### src/rtl/seg14_scan_sched.sv
// Refresh scheduler for a multiplexed 14-segment display: double-buffered message,
// per-digit time slicing with a leading blank, and optional scrolling.
module seg14_scan_sched #(
  parameter int NUM_DIGITS    = 12,
  parameter int BUF_DEPTH     = 16,
  parameter int DIGIT_CYCLES  = 4,
  parameter int BLANK_CYCLES  = 1,
  parameter int SCROLL_FRAMES = 2
) (
  input  logic                  clk,
  input  logic                  rst_n,
  input  logic                  wr_valid,
  output logic                  wr_ready,
  input  logic [3:0]            wr_addr,
  input  logic [13:0]           wr_data,
  input  logic                  commit,
  input  logic [4:0]            commit_len,
  output logic                  commit_done,
  input  logic                  scroll_en,
  output logic                  frame_start,
  output logic [NUM_DIGITS-1:0] sel,
  output logic [13:0]           segm
);

  localparam int SLOT_W = $clog2(DIGIT_CYCLES);
  localparam int DIG_W  = $clog2(NUM_DIGITS);
  localparam int LEN_W  = 5;
  localparam int AW     = 4;
  localparam int SF_W   = $clog2(SCROLL_FRAMES + 1);

  localparam logic [SLOT_W-1:0] SLOT_LAST = SLOT_W'(DIGIT_CYCLES - 1);
  localparam logic [DIG_W-1:0]  DIG_LAST  = DIG_W'(NUM_DIGITS - 1);
  localparam logic [SF_W-1:0]   SF_LAST   = SF_W'(SCROLL_FRAMES - 1);
  localparam logic [LEN_W-1:0]  LEN_MAX   = LEN_W'(BUF_DEPTH);

  logic [SLOT_W-1:0]    slot_q, slot_d;
  logic [DIG_W-1:0]     digit_q, digit_d;
  logic [LEN_W-1:0]     offset_q, offset_d;
  logic [LEN_W-1:0]     idx_q, idx_d;
  logic [LEN_W-1:0]     len_q, len_d;
  logic [LEN_W-1:0]     active_len_q, active_len_d;
  logic [SF_W-1:0]      sframe_q, sframe_d;
  logic                 pending_q, pending_d;
  logic [13:0]          shadow_q [BUF_DEPTH];
  logic [13:0]          shadow_d [BUF_DEPTH];
  logic [13:0]          active_q [BUF_DEPTH];
  logic [13:0]          active_d [BUF_DEPTH];
  logic [NUM_DIGITS-1:0] sel_q, sel_d;
  logic [13:0]          segm_q, segm_d;
  logic                 frame_start_q, frame_start_d;
  logic                 commit_done_q, commit_done_d;

  logic                 slot_end;
  logic                 frame_end;
  logic                 blank;
  logic [LEN_W-1:0]     d_ext;
  logic [13:0]          glyph;

  assign wr_ready    = !pending_q;
  assign commit_done = commit_done_q;
  assign frame_start = frame_start_q;
  assign sel         = sel_q;
  assign segm        = segm_q;

  always_comb begin
    slot_d       = slot_q;
    digit_d      = digit_q;
    offset_d     = offset_q;
    idx_d        = idx_q;
    len_d        = len_q;
    active_len_d = active_len_q;
    sframe_d     = sframe_q;
    pending_d    = pending_q;
    shadow_d     = shadow_q;
    active_d     = active_q;

    slot_end  = (slot_q == SLOT_LAST);
    frame_end = slot_end && (digit_q == DIG_LAST);

    if (wr_valid && !pending_q) begin
      shadow_d[wr_addr] = wr_data;
    end

    if (commit && !pending_q) begin
      pending_d = 1'b1;
      len_d     = (commit_len > LEN_MAX) ? LEN_MAX : commit_len;
    end

    // idx tracks (offset + digit) mod (active_len+1) one step per digit, so no divider is needed
    if (slot_end) begin
      slot_d  = '0;
      digit_d = (digit_q == DIG_LAST) ? '0 : digit_q + DIG_W'(1);
      idx_d   = (idx_q == active_len_q) ? '0 : idx_q + LEN_W'(1);
    end else begin
      slot_d = slot_q + SLOT_W'(1);
    end

    if (frame_end) begin
      if (pending_q) begin
        active_d     = shadow_q;
        active_len_d = len_q;
        offset_d     = '0;
        sframe_d     = '0;
        pending_d    = 1'b0;
      end else if (!scroll_en) begin
        offset_d = '0;
        sframe_d = '0;
      end else if (active_len_q != '0) begin
        if (sframe_q == SF_LAST) begin
          sframe_d = '0;
          offset_d = (offset_q == active_len_q) ? '0 : offset_q + LEN_W'(1);
        end else begin
          sframe_d = sframe_q + SF_W'(1);
        end
      end
      idx_d = offset_d;
    end
  end

  always_comb begin
    d_ext = LEN_W'(digit_q);
    glyph = '0;
    if (active_len_q != '0) begin
      if (scroll_en) begin
        if (idx_q < active_len_q) glyph = active_q[idx_q[AW-1:0]];
      end else if (d_ext < active_len_q) begin
        glyph = active_q[d_ext[AW-1:0]];
      end
    end

    blank         = (slot_q < SLOT_W'(BLANK_CYCLES));
    sel_d         = blank ? '0 : (NUM_DIGITS'(1) << digit_q);
    segm_d        = blank ? '0 : glyph;
    frame_start_d = (slot_q == '0) && (digit_q == '0);
    commit_done_d = frame_end && pending_q;
  end

  always_ff @(posedge clk or negedge rst_n) begin
    if (!rst_n) begin
      slot_q        <= '0;
      digit_q       <= '0;
      offset_q      <= '0;
      idx_q         <= '0;
      len_q         <= '0;
      active_len_q  <= '0;
      sframe_q      <= '0;
      pending_q     <= 1'b0;
      sel_q         <= '0;
      segm_q        <= '0;
      frame_start_q <= 1'b0;
      commit_done_q <= 1'b0;
      for (int i = 0; i < BUF_DEPTH; i++) begin
        shadow_q[i] <= '0;
        active_q[i] <= '0;
      end
    end else begin
      slot_q        <= slot_d;
      digit_q       <= digit_d;
      offset_q      <= offset_d;
      idx_q         <= idx_d;
      len_q         <= len_d;
      active_len_q  <= active_len_d;
      sframe_q      <= sframe_d;
      pending_q     <= pending_d;
      sel_q         <= sel_d;
      segm_q        <= segm_d;
      frame_start_q <= frame_start_d;
      commit_done_q <= commit_done_d;
      shadow_q      <= shadow_d;
      active_q      <= active_d;
    end
  end

endmodule

### config.mk
export PLATFORM = sky130hd
export DESIGN_NAME = seg14_scan_sched
export DESIGN_NICKNAME = d
export VERILOG_FILES = /design/src/rtl/seg14_scan_sched.sv
export SDC_FILE = /design/constraint.sdc
export NUM_CORES = 1
export LEC_CHECK = 0
export ABC_AREA = 1
export CORE_AREA = 2 2 271 273
export DETAILED_ROUTE_END_ITERATION = 12
export DIE_AREA = 0 0 273 275
export GPL_TIMING_DRIVEN = 0
export SYNTH_ARGS = -nofsm -noshare
export SYNTH_HDL_FRONTEND = slang
export SYNTH_SLANG_ARGS = --single-unit
export TNS_END_PERCENT = 1
### constraint.sdc
create_clock -name clk -period 2.8 [get_ports clk]
set_input_delay 0.42 -clock clk [delete_from_list [all_inputs] [get_ports clk]]
set_output_delay 0.42 -clock clk [all_outputs]
set_load 0.02 [all_outputs]
== Word level (Yosys, flattened, before mapping) ==
Cells that the tools add are included.

* Register bits after elaboration: 505
* Output and inout port bits: 29
* Bits of input ports: 28

* Reductions and logical operators: 13
* Equality and inequality tests: 6
* Add/subtract/negate cells: 5
* $lt $le $gt $ge: 8
* Bitwise operators: 3
* Muxes and demuxes: 33
* Shift operators: 1

{| class="wikitable"
|+ Operator list
! operator !! count
|-
| 224-bit bitwise mux || 1
|-
| 14-bit 2-to-1 mux || 10
|-
| 14-bit binary-select mux with 4-bit select || 2
|-
| 14-bit demux with 4-bit select || 1
|-
| 5-bit 2-to-1 mux || 9
|-
| 5-bit >= comparator, second input constant || 3
|-
| 4-bit inverter with 5-bit output || 3
|-
| 12-bit 2-to-1 mux || 1
|-
| 1-bit by 4-bit << shifter with 12-bit output, first input constant || 1
|-
| 5-bit by 1-bit adder with 5-bit output, second input constant || 2
|-
| 5-bit equality test || 2
|-
| 2-bit 2-to-1 mux || 5
|-
| 1-bit logical AND || 6
|-
| 5-bit > comparator, second input constant || 1
|-
| 4-bit by 5-bit less-than comparator with 1-bit output || 1
|-
| 5-bit by 1-bit less-than comparator with 1-bit output, second input constant || 1
|-
| 5-bit less-than comparator || 1
|-
| 5-bit nonzero test || 1
|-
| 2-bit by 1-bit adder with 2-bit output, second input constant || 2
|-
| 4-bit by 1-bit adder with 4-bit output, second input constant || 1
|-
| 4-bit equality test, second input constant || 1
|-
| 4-bit zero test || 1
|-
| 4-bit 2-to-1 mux || 1
|-
| 2-bit AND reduction || 2
|-
| 8 further kinds || 10
|}

== Longest topological paths before layout ==
* Word-level depth: 8
* Gate-level depth with buffers: 13
* Depth with buffers taken out: 11

== Worst setup path after synthesis ==
OpenSTA, ideal clock, no wires.

* Path type: register to register
* Start: reg idx_q[0]
* End: reg segm_q[10] (netlist: segm[10])
* Stages on the path, launching flop included: 13
* Data required time: 2.729 ns
* Period minus slack after synthesis: 1.951 ns
* Library setup time: 0.071 ns
* Path slack: 0.849 ns
* Arrival time: 1.880 ns
* Cell sequence: dfrtp_1 -> buf_2 -> inv_2 -> buf_2 -> buf_2 -> ha_1 -> nor3_1 -> nor2_1 -> clkbuf_1 -> nand3_1 -> nand2_1 -> nand2_1 -> nor2_1

* Longest elaborated chain between the ends: 8

{| class="wikitable"
|+ Ends and longest elaborated chain
! item !! line !! RTL
|-
| start: declaration || 39 || <nowiki>logic [LEN_W-1:0] idx_q, idx_d;</nowiki>
|-
| start signal: assignment || 160 || <nowiki>idx_q <= idx_d;</nowiki>
|-
| 4-bit inverter with 5-bit output (not written as such) || 125 || <nowiki>if (idx_q < active_len_q) glyph = active_q[idx_q[AW-1:0]];</nowiki>
|-
| 14-bit binary-select mux with 4-bit select || 125 ||
|-
| 14-bit 2-to-1 mux (not written as such) (2 in series) || 125 ||
|-
| 14-bit 2-to-1 mux (*) || 125 ||
|-
| 14-bit 2-to-1 mux (*) || 124 || <nowiki>if (scroll_en) begin</nowiki>
|-
| 14-bit 2-to-1 mux (*) || 123 || <nowiki>if (active_len_q != '0) begin</nowiki>
|-
| 14-bit 2-to-1 mux (*) || 133 || <nowiki>segm_d = blank ? '0 : glyph;</nowiki>
|-
| net segm_d[10] || 49 || <nowiki>logic [13:0] segm_q, segm_d;</nowiki>
|-
| end signal: assignment || 166 || <nowiki>segm_q <= segm_d;</nowiki>
|-
| end: declaration || 49 ||
|}

The timed path passes the listed nets; every way through them passes the cells marked *. The select of a mux whose other input is x is not followed.
A chain may end at the register's enable or synchronous reset.

== Worst setup path in the final report ==
* Start: reg digit_q[1]
* End: reg segm_q[10] (netlist: segm[10])

* Longest elaborated chain between the ends: 8

{| class="wikitable"
|+ Ends and longest elaborated chain
! item !! line !! RTL
|-
| start: declaration || 37 || <nowiki>logic [DIG_W-1:0] digit_q, digit_d;</nowiki>
|-
| start signal: assignment || 158 || <nowiki>digit_q <= digit_d;</nowiki>
|-
| 4-bit inverter with 5-bit output (not written as such) || 127 || <nowiki>glyph = active_q[d_ext[AW-1:0]];</nowiki>
|-
| 14-bit binary-select mux with 4-bit select || 127 ||
|-
| 14-bit 2-to-1 mux (not written as such) (2 in series) || 127 ||
|-
| 14-bit 2-to-1 mux (*) || 126 || <nowiki>end else if (d_ext < active_len_q) begin</nowiki>
|-
| 14-bit 2-to-1 mux (*) || 124 ||
|-
| 14-bit 2-to-1 mux (*) || 123 ||
|-
| 14-bit 2-to-1 mux (*) || 133 ||
|-
| net segm_d[10] || 49 ||
|}

Marked as above.

==> results.md <==
* Status: finished, violations left
* Failing checks: capacitance limit, slew limit
* Cell mode on critical path: sky130_fd_sc_hd__nand3_1
* Placeable core region at 0.0723 sq mm
* Final Hold Vio Count at 0
* # Post-CTS Setup Buffers at 0
* Worst path arrival time at 3.23 ns
* Half-perimeter wire length of the detailed placement result at 67,900 microns
* Ranking of synthesized cells by instance count: 1,485 x sky130_fd_sc_hd__nand2_1, 505 x sky130_fd_sc_hd__dfrtp_1, 368 x sky130_fd_sc_hd__nand3_1
* DRC at 0
* Vias/cell at 5.14
* Proportion of synthesized area in mux cells at 0%
* Clock Latency Late Sink at 0.63 ns
* Leading post-synthesis cells by cell area: sky130_fd_sc_hd__dfrtp_1 54%, sky130_fd_sc_hd__nand2_1 24%, sky130_fd_sc_hd__nand3_1 7.8%
* Critical path launch point: digit_q[1]
* Worst path depth at 9
* Number of cells on the worst reg-to-reg path at 9
* F_max at between 0.3 and 0.4 GHz
* Global router's overall resource usage at 24.9%
* Maximum single-stage delay on the critical path at 0.71 ns
* Root Driver: sky130_fd_sc_hd__clkbuf_16
* Post-route setup slack at 0.0422 ns
* Initial antenna violation count at 8
* Primary flip-flop cell chosen by synthesis mapping: sky130_fd_sc_hd__dfrtp_1
* Actual transition at the worst max-transition pin at 1.50 ns
* Height of the die at 275 microns
* Final hold slack at approximately 0.3 ns
* I/O pin count at 57
* Number of standard cells after synthesis at 3,050
* Number of buffers and inverters on the critical path at 3
* Last element of the critical path: segm[10]
* Max cap viols at 1
* Worst-path cell chain: clkbuf_1 > buf_2 > nand3_1 > nand3_1 > nand3_1 > nand3b_1 > nand2_1 > inv_1 > nor2_1
* RD Place Congestion at 1.02
* Count of H-tree levels built during CTS at 2
* Crit path max-delay cell type: sky130_fd_sc_hd__dfrtp_1
* LEAKAGE at 0.0133 uW
* Number of distinct library cells after synthesis at 32
* Xor/xnor cell area share of the yosys netlist at less than 1%
* Simple logic cell fraction of the synthesized area at 33.6%
* Multi-input combinational cell area at 0.00964 sq mm
* Netlist Area Pre-Place at 0.0235 sq mm
* Iteration count of the initial detailed-routing pass at 8
* DR iter-0 viols at approximately 2,400
* Final core occ at between 30% and 40%
* Post-synthesis average cell area at 7.72 sq um
* Count of yosys warnings during synthesis at 0
* Global-route wire length before repair at 136,000 microns
* Overall power after layout at 15,400 uW
* Final antenna-violating net count at 0
* Unrepaired setup endpoints after global routing: no
* Top fanout value on the critical path at 10
* Hold crit path type: primary input to async pin
* Number of flops mapped to enable cells by yosys at 0
* Share of the synthesized area in compound gates (AO/OA/AOI/OAI) at 6.03%
* Remaining max-slew budget at the tightest pin at -0.155%
* Final worst clock skew at between 0.03 and 0.04 ns
* Synthesized net count at 3,096
* Critical register-to-register path startpoint: digit_q[1]
* Layout cells sized above 1 at 6.50%
* Adder-cell share of the synthesized area at 0.957%
* Vias in the first global route at between 20,000 and 25,000
* Clock sink count at around 510
* Remaining global-route overflow at 0
* Worst reg2reg setup slack at 0.04 ns
* Clock period minus final worst setup slack at 2.76 ns
* Total CTS buffers at 55
* Number of max-slew violations in the final report at 10
* CTS Buffer Depth at 3
* Setup violations, final at 0
* Count of input and output buffers at 54
* Worst ir drop on vdd at 0.000452 V
* Power per standard cell area at 562 mW/mm^2
* Yosys top cell area share at a little over half
* Detailed Route WL at 93,500 microns
* Row cnt at around 100
* Main combinational cell family by area after synthesis: simple AND/OR/NAND/NOR gates
* Element type at the critical path end: flop
* Type of the setup path with the least slack: flop to flop
* Setup_tns at 0 ns
* Largest net degree at the start of global routing at 113
* Initial standard-cell utilization of the core at 32.5%
* Clock slew seen by the registers of the worst setup and hold paths at about 0.06 ns
* Dominant delay contributor by cell family on the critical path: buffers and inverters
* Number of filler instances in the final layout at 7,729
* Endpoint of the most critical register-to-register path: segm[10]
* Pre-CTS WS at -0.205 ns
* FF+latch area at ~0.013 sq mm
* Startpoint type of the worst setup path: flop
* Via total after detailed routing at 21,500
* Count leader, synth: sky130_fd_sc_hd__nand2_1
* Horizontal die dimension at 273 microns
* Detail-routed net length per standard cell at roughly 22 microns
* Area growth from synthesis to layout at 16.3%
* Post-layout nets at 3,215
* Fraction of registers with async set/reset at 100%
* Critical path data required time at roughly 3.3 ns
* CTS tree: done
* Share of synthesized area occupied by flip-flops and latches at between 50 and 60%
* Die Area at 0.0751 sq mm
* Fraction of the cycle the final worst path needs at 98.5%
* Synth Register Bits at between 500 and 600
* Cell type with the largest total area after synthesis: sky130_fd_sc_hd__dfrtp_1
-- stage by stage --
| stage | instances | area, sq um |
|---|---|---|
| after CTS | 4173 | 27300 |
| after global routing | 4174 | 27400 |
| after floorplan | 3050 | 23500 |
| final | 4175 | 27400 |
| after detailed placement | 4069 | 25400 |
| after global placement | 4063 | 25300 |
-- final cells by class --
cell class | count | share of cell area [%]
Sequential cell | 505 | 46.2
Multi-Input combinational cell | 2255 | 35.2
Clock buffer | 85 | 6.07
Tap cell | 959 | 4.38
Buffer | 193 | 3.34
Timing Repair Buffer | 62 | 2.69
Inverter | 97 | 1.33
Clock inverter | 18 | 0.791
Antenna cell | 1 | 0.00914
-- cell families after synthesis --
logic type	Yosys count
compound gates	281
xor+xnor	9
fa+ha+maj	18
buf+inv	290
flops	505
simple gates	1947
-- repair_timing --
action | in CTS | in global routing
resized for setup | 5 | 9
endpoints found under the setup margin | 10 | 11
hold buffers | 1 | 0
endpoints found under the hold margin | 49 | 0
-- sequential cells by signal (all words and copies together) (netlist names) --
signal        count
offset_q          5
digit_q           4
len_q             5
sel              12
active_q        224
shadow_q        224
frame_start       1
slot_q            2
pending_q         1
sframe_q          2
active_len_q      5
commit_done       1
segm             14
idx_q             5
-- cell usage in the layout (no fill, tap or decap), types with 4 or more instances in the layout --
cell type	n
sky130_fd_sc_hd__nand2_2	4
sky130_fd_sc_hd__nand2_1	1485
sky130_fd_sc_hd__xor2_1	4
sky130_fd_sc_hd__nor2_2	5
sky130_fd_sc_hd__clkbuf_8	15
sky130_fd_sc_hd__nor2_1	52
sky130_fd_sc_hd__inv_1	88
sky130_fd_sc_hd__clkbuf_2	7
sky130_fd_sc_hd__ha_1	18
sky130_fd_sc_hd__buf_4	26
sky130_fd_sc_hd__nand3_1	368
sky130_fd_sc_hd__buf_2	52
sky130_fd_sc_hd__nor3_1	5
sky130_fd_sc_hd__dfrtp_1	505
sky130_fd_sc_hd__buf_16	6
sky130_fd_sc_hd__inv_2	9
sky130_fd_sc_hd__clkbuf_16	56
sky130_fd_sc_hd__buf_1	9
sky130_fd_sc_hd__o21ai_1	16
sky130_fd_sc_hd__o21ai_0	246
sky130_fd_sc_hd__clkinv_2	6
sky130_fd_sc_hd__a21oi_1	13
sky130_fd_sc_hd__clkdlybuf4s50_1	53
sky130_fd_sc_hd__xnor2_1	5
sky130_fd_sc_hd__clkbuf_1	110
sky130_fd_sc_hd__nand3b_1	15
sky130_fd_sc_hd__nand4_1	6
-- where the power goes --
part / total [uW] / internal (uW) / switching [uW]
logic: 542 / 115 / 427
registers: 7370 / 7340 / 26.1
clock network: 7470 / 4370 / 3100
total: 15400 / 11800 / 3550
-- worst min-delay path by stage --
stage,cells after the start,startpoint,end
after floorplan,0,rst_n,active_len_q[0]
after global placement,1,slot_q[0],slot_q[0]
after detailed placement,1,rst_n,shadow_q[197]
after CTS,2,rst_n,shadow_q[197]
after global routing,2,rst_n,active_q[205]
final,2,rst_n,shadow_q[197]
-- routing by layer --
layer  vias to the layer above  GRT usage, %  wire length [microns]
met3                       181          5.56                   7860
met2                       863          37.8                  40500
met5                         -             0                     13
met1                     10500          35.1                  41700
li1                       9941             -                      -
met4                         2          8.76                   3500
Power figures use the tool's default switching activity.
